File: src/rtl/sigma_delta_decimator_if.sv
// Bitstream-in / decimated-sample-out bundle for the sinc3 sigma-delta decimator.
interface sigma_delta_decimator_if;
   logic        bit_in;
   logic        bit_valid;
   logic [15:0] dout;
   logic        dout_valid;

   modport master (output bit_in, output bit_valid, input dout, input dout_valid);
   modport slave  (input bit_in, input bit_valid, output dout, output dout_valid);
endinterface

File: src/rtl/sigma_delta_decimator.sv
// Third-order CIC decimator: 1-bit sigma-delta stream in, signed 16-bit samples out
// at 1/2**LOG2_DECIM of the accepted-bit rate, after a three-result warm-up.
module sigma_delta_decimator #(
   parameter int LOG2_DECIM = 6
) (
   input  logic                    clk,
   input  logic                    rst_n,
   sigma_delta_decimator_if.slave  sd
);
   localparam int W     = 3 * LOG2_DECIM + 2;
   localparam int SHIFT = 3 * LOG2_DECIM - 15;
   localparam logic [LOG2_DECIM-1:0] PHASE_LAST = '1;
   localparam logic signed [W-1:0]   SAT_HI = W'(32767);
   localparam logic signed [W-1:0]   SAT_LO = W'(-32768);

   typedef enum logic {WARMUP, RUN} state_t;

   function automatic logic signed [15:0] scale_sat(input logic signed [W-1:0] v);
      logic signed [W-1:0] s;
      s = v >>> SHIFT;
      if (s > SAT_HI)      return 16'sh7FFF;
      else if (s < SAT_LO) return 16'sh8000;
      else                 return s[15:0];
   endfunction

   logic signed [W-1:0]    x;
   logic signed [W-1:0]    i1_q, i1_d, i2_q, i2_d, i3_q, i3_d;
   logic signed [W-1:0]    d1_q, d1_d, d2_q, d2_d, d3_q, d3_d;
   logic signed [W-1:0]    c1, c2, c3;
   logic signed [W-1:0]    comb_q, comb_d;
   logic [LOG2_DECIM-1:0]  phase_q, phase_d;
   logic                   strobe_q, strobe_d;
   logic                   res_vld_q, res_vld_d;
   logic [1:0]             warm_q, warm_d;
   state_t                 state_q, state_d;
   logic signed [15:0]     dout_q, dout_d;
   logic                   dout_valid_q, dout_valid_d;

   assign x = sd.bit_in ? W'(1) : {W{1'b1}};

   always_comb begin
      i1_d         = i1_q;
      i2_d         = i2_q;
      i3_d         = i3_q;
      phase_d      = phase_q;
      strobe_d     = 1'b0;
      d1_d         = d1_q;
      d2_d         = d2_q;
      d3_d         = d3_q;
      c1           = '0;
      c2           = '0;
      c3           = '0;
      comb_d       = comb_q;
      res_vld_d    = 1'b0;
      warm_d       = warm_q;
      state_d      = state_q;
      dout_d       = dout_q;
      dout_valid_d = 1'b0;

      // Integrator stage: input rate, wraps modulo 2**W.
      if (sd.bit_valid) begin
         i1_d     = i1_q + x;
         i2_d     = i2_q + i1_d;
         i3_d     = i3_q + i2_d;
         phase_d  = phase_q + 1'b1;
         strobe_d = (phase_q == PHASE_LAST);
      end

      // Comb stage: samples the third integrator as it stood before this edge.
      if (strobe_q) begin
         c1        = i3_q - d1_q;
         c2        = c1 - d2_q;
         c3        = c2 - d3_q;
         d1_d      = i3_q;
         d2_d      = c1;
         d3_d      = c2;
         comb_d    = c3;
         res_vld_d = 1'b1;
      end

      // Output stage: the first three results only fill the comb delay line.
      if (res_vld_q) begin
         if (state_q == RUN) begin
            dout_d       = scale_sat(comb_q);
            dout_valid_d = 1'b1;
         end else begin
            warm_d = warm_q + 2'd1;
            if (warm_q == 2'd2) state_d = RUN;
         end
      end
   end

   always_ff @(posedge clk or negedge rst_n) begin
      if (!rst_n) begin
         i1_q         <= '0;
         i2_q         <= '0;
         i3_q         <= '0;
         d1_q         <= '0;
         d2_q         <= '0;
         d3_q         <= '0;
         comb_q       <= '0;
         phase_q      <= '0;
         strobe_q     <= 1'b0;
         res_vld_q    <= 1'b0;
         warm_q       <= 2'd0;
         state_q      <= WARMUP;
         dout_q       <= '0;
         dout_valid_q <= 1'b0;
      end else begin
         i1_q         <= i1_d;
         i2_q         <= i2_d;
         i3_q         <= i3_d;
         d1_q         <= d1_d;
         d2_q         <= d2_d;
         d3_q         <= d3_d;
         comb_q       <= comb_d;
         phase_q      <= phase_d;
         strobe_q     <= strobe_d;
         res_vld_q    <= res_vld_d;
         warm_q       <= warm_d;
         state_q      <= state_d;
         dout_q       <= dout_d;
         dout_valid_q <= dout_valid_d;
      end
   end

   assign sd.dout       = dout_q;
   assign sd.dout_valid = dout_valid_q;
endmodule
File: src/flat_wrapper.sv
// flat-port wrapper written by rule: the top's interface ports become plain ports
module sigma_delta_decimator_flat 
#(
   parameter int LOG2_DECIM = 6
)
  (clk, rst_n, sd_bit_in, sd_bit_valid, sd_dout, sd_dout_valid);
  sigma_delta_decimator_if sd_i ();
  input  logic clk;
  input  logic rst_n;
  input wire logic [$bits(sd_i.bit_in)-1:0] sd_bit_in;
  input wire logic [$bits(sd_i.bit_valid)-1:0] sd_bit_valid;
  output wire logic [$bits(sd_i.dout)-1:0] sd_dout;
  output wire logic [$bits(sd_i.dout_valid)-1:0] sd_dout_valid;
  assign sd_i.bit_in = sd_bit_in;
  assign sd_i.bit_valid = sd_bit_valid;
  assign sd_dout = sd_i.dout;
  assign sd_dout_valid = sd_i.dout_valid;
  sigma_delta_decimator #(.LOG2_DECIM(LOG2_DECIM)) u_core (.clk(clk), .rst_n(rst_n), .sd(sd_i));
endmodule
File: config.mk
export PLATFORM = sky130hd
export DESIGN_NAME = sigma_delta_decimator_flat
export DESIGN_NICKNAME = d
export VERILOG_FILES = /design/src/rtl/sigma_delta_decimator_if.sv /design/src/rtl/sigma_delta_decimator.sv /design/src/flat_wrapper.sv
export SDC_FILE = /design/constraint.sdc
export NUM_CORES = 1
export LEC_CHECK = 0
export ABC_AREA = 0
export ABC_CLOCK_PERIOD_IN_PS = 14400
export CAP_MARGIN = 20
export CORE_ASPECT_RATIO = 1.5
export CORE_UTILIZATION = 50
export DETAILED_ROUTE_END_ITERATION = 8
export PLACE_DENSITY = 0.76
export SLEW_MARGIN = 20
export SYNTH_ARGS = -nofsm -noshare
export SYNTH_HDL_FRONTEND = slang
export SYNTH_SLANG_ARGS = --single-unit
export TNS_END_PERCENT = 20
File: constraint.sdc
create_clock -name clk -period 14.4 [get_ports clk]
set_input_delay 1.44 -clock clk [delete_from_list [all_inputs] [get_ports clk]]
set_output_delay 1.44 -clock clk [all_outputs]
set_load 0.01 [all_outputs]
==> reports/results.txt <==
first-pass GRT wire length: 36.6 mm
Ys Warns: 0
Crit path arrival time: 7530 ps
CTS tree: done
Final setup viols: 0
fillcell total: 1986
drt wl/cell: 13.5 um
Overall Global Routing Usage: 19.1%
placed cell count: 1507
Synth top area share: 36.5%
busiest grt layer: met2
Synth Instances: 1238
number of global-route vias before repair: 8523
critical path fanouts, max: 22
Clk pin slew, worst setup/hold paths: 70 ps
Max Slew Vio Count: 0
Final Hold Vio Count: 0
Avg Cell Area, Syn: 9.14 um2
Final period util: 50.2%
EDFF count, synth: 0
Chip Width: 125 um
Reg2Reg Depth: 27
Final Critical Period: 7220 ps
area leader, netlist: dfrtp_1
Sum Neg Setup Slack: 0 ps
Synth Flop Type: dfrtp_1
hold endpoint: u_core.phase_q[5]
clk_skew: 11.5 ps
Post-Synthesis Net Count: 1365
layout cell share with drive strength beyond 1: 9.81%
WP data required: 14710 ps
Port Buffers: 20
Area contributors post-synth: dfrtp_1 36%, ha_1 13%, mux2_2 7.0%, o21ai_0 5.4%, xnor2_1 5.3%
post-synthesis mux area share: 7.54%
Vias/cell: 5.46
Synth Area in Adders: 13.9%
Clock Tree Root: clkbuf_16
Overflow after GRT: 0
DP Area: 0.0118 mm2
Core Box Area: 0.0223 mm2
Cell Rows: 67
R2R Path End: u_core.comb_q[19]
Synth Area in Compound Gates: 17.1%
CTS buffer count: 17
most common cell in the synthesized netlist: dfrtp_1
Setup crit end kind: flop
slew margin rel.: 35.5%
mapped cell area: 0.0113 mm2
Final Cell Area: 0.0124 mm2
failing checks: design-rule violations
HP Start: u_core.phase_q[5]
die area: 0.0233 mm2
Area Growth Syn to Fin: 9.95%
DRT antenna net count: 0
Hold-fix buffers, CTS: 0
FFs w/ async S/R, synth: 100%
pin count of the biggest net entering global routing: 88
Least-Margin Pin Slew: 944 ps
Post-Synth Simple-Gate Area: 12.7%
Ports: 21
hold path cells: 1
met2 Use GR: 37.9%
Crit Path Class: in -> reg
total setup buffers inserted after CTS: 0
Tightest Hold Check Type: reg -> reg
drt pass-1 iters: 6
met3 GRT Util: 2.92%
Critical Path Start Type: input port
commonest cells in the netlist: 165 x dfrtp_1, 132 x nand2_1, 123 x o21ai_0, 118 x ha_1, 104 x inv_1
Layout Nets: 1378
DP Wirelength: 14.9 mm
post-synthesis sequential area ratio: 36.5%
PostCTS Resize Cnt: 0
Clock H-tree levels: 4
Worst-Skew Late Latency: 430 ps
# clock sinks: 165
vias: 8415
ant diodes: 0
RSZ-0062 raised after global routing: no
initial core utilization: 50.8%
Layout Cells excl Fill: 1540
met1 Use GR: 20.1%
R2R Path Start: u_core.i3_q[0]
flop2flop setup slack: 8440 ps
gp weighted congestion: 0.853
initial antenna violation count: 0
Die Height: 186 um
Seq cells post-synth: 165
Max-cap violations: 0
initial DRC count: 394
largest family of logic cells by synthesized area: compound AO/OA/AOI/OAI gates
Post-route DRC: 20
Longest Clk Path Bufs: 2
status: complete, but fails checks
Total Wirelength: 20.8 mm
library cells used by synthesis: 64
fmax: 138 MHz
Synth Area in XOR/XNOR: 7.81%
[metal layers]
layer | wire, um | vias up | part of all wire, %
li1 | - | 4324 | -
met1 | 8800 | 3977 | 42
met2 | 11200 | 78 | 54
met3 | 345 | 36 | 1.7
met4 | 476 | 0 | 2.3
met5 | 0 | - | 0
[area by class of cell]
class                      count  area (um2)  area share, %
sequential                   165        4130           33.2
timing repair buffer          24         246           1.98
clock buffer                  20         467           3.75
multi-input combinational    939        6690           53.7
inverter                     104         390           3.14
clock inverter                12         176           1.42
tap                          276         345           2.78
[critical path, cell delays in order]
cell and delay [ps]:
clkdlybuf4s50_1 460, inv_1 580, ha_1 390, nor2b_1 150, o21ai_1 150, a21boi_0 130, o21ai_1 160, a21boi_0 150
o21ai_0 170, nand2_1 80, xnor2_1 140, ha_1 210, a211o_1 310, or3_1 320, o211ai_1 250, nand2b_1 100
a211oi_1 230, nor2_1 100, ha_1 350, and4_1 220, o31ai_1 170, o21ai_0 150, o41ai_1 470, o21ai_0 200
xor2_1 170, mux2_2 280
[state kept, by name, indices dropped and copies added, names as in the netlist]
register and cells:
u_core.state_q 1, u_core.sd.dout_valid 1, u_core.i2_q 20, u_core.strobe_q 1
u_core.comb_q 17, u_core.res_vld_q 1, u_core.i3_q 20, u_core.d3_q 20
u_core.d2_q 20, u_core.phase_q 6, u_core.d1_q 20, u_core.warm_q 2
u_core.i1_q 20, u_core.sd.dout 16
[metrics by stage]
stage               worst slack (ps)  hold slack (ps)  utilization (%)
floorplan                       7990              370                -
global placement                6880              454             52.8
detailed placement              6770              461             52.8
CTS                             7200              476             55.7
global route                    6560              493             55.8
finish                          7180              473             55.8
[how the worst max path moves through the flow]
stage | startpoint | to | slack, ps | depth (start not counted)
2_1_floorplan | sd_bit_in | u_core.i3_q[18] | 7990 | 25
3_3_place_gp | sd_bit_in | u_core.i3_q[18] | 6880 | 26
3_5_place_dp | sd_bit_in | u_core.i3_q[18] | 6770 | 26
4_1_cts | sd_bit_in | u_core.i3_q[18] | 7200 | 26
5_1_grt | sd_bit_in | u_core.i3_q[18] | 6560 | 26
6_report | sd_bit_in | u_core.i3_q[18] | 7180 | 26
[layout by cell type (no fill, tap or decap), drive strengths merged, types with 6 or more instances in the layout]
master,n
a21boi,12
a21o,30
a21oi,75
a31oi,7
and3,6
buf,6
clkbuf,20
clkdlybuf4s50,18
clkinv,6
dfrtp,165
ha,118
inv,104
mux2,71
nand2,132
nand2b,8
nand3,13
nand4,9
nor2,85
nor2b,17
nor3,17
o21a,16
o21ai,132
o21bai,7
or2,6
or3,9
xnor2,70
xor2,30
[cells by family after synthesis]
logic type      count (synthesis)
flops                         165
mux                            76
xor+xnor                      100
fa+ha+maj                     123
simple gates                  318
compound gates                322
buf+inv                       134
Power is not shown: default switching activity piles up to over one toggle a cycle in this logic, so the estimate is an artifact.
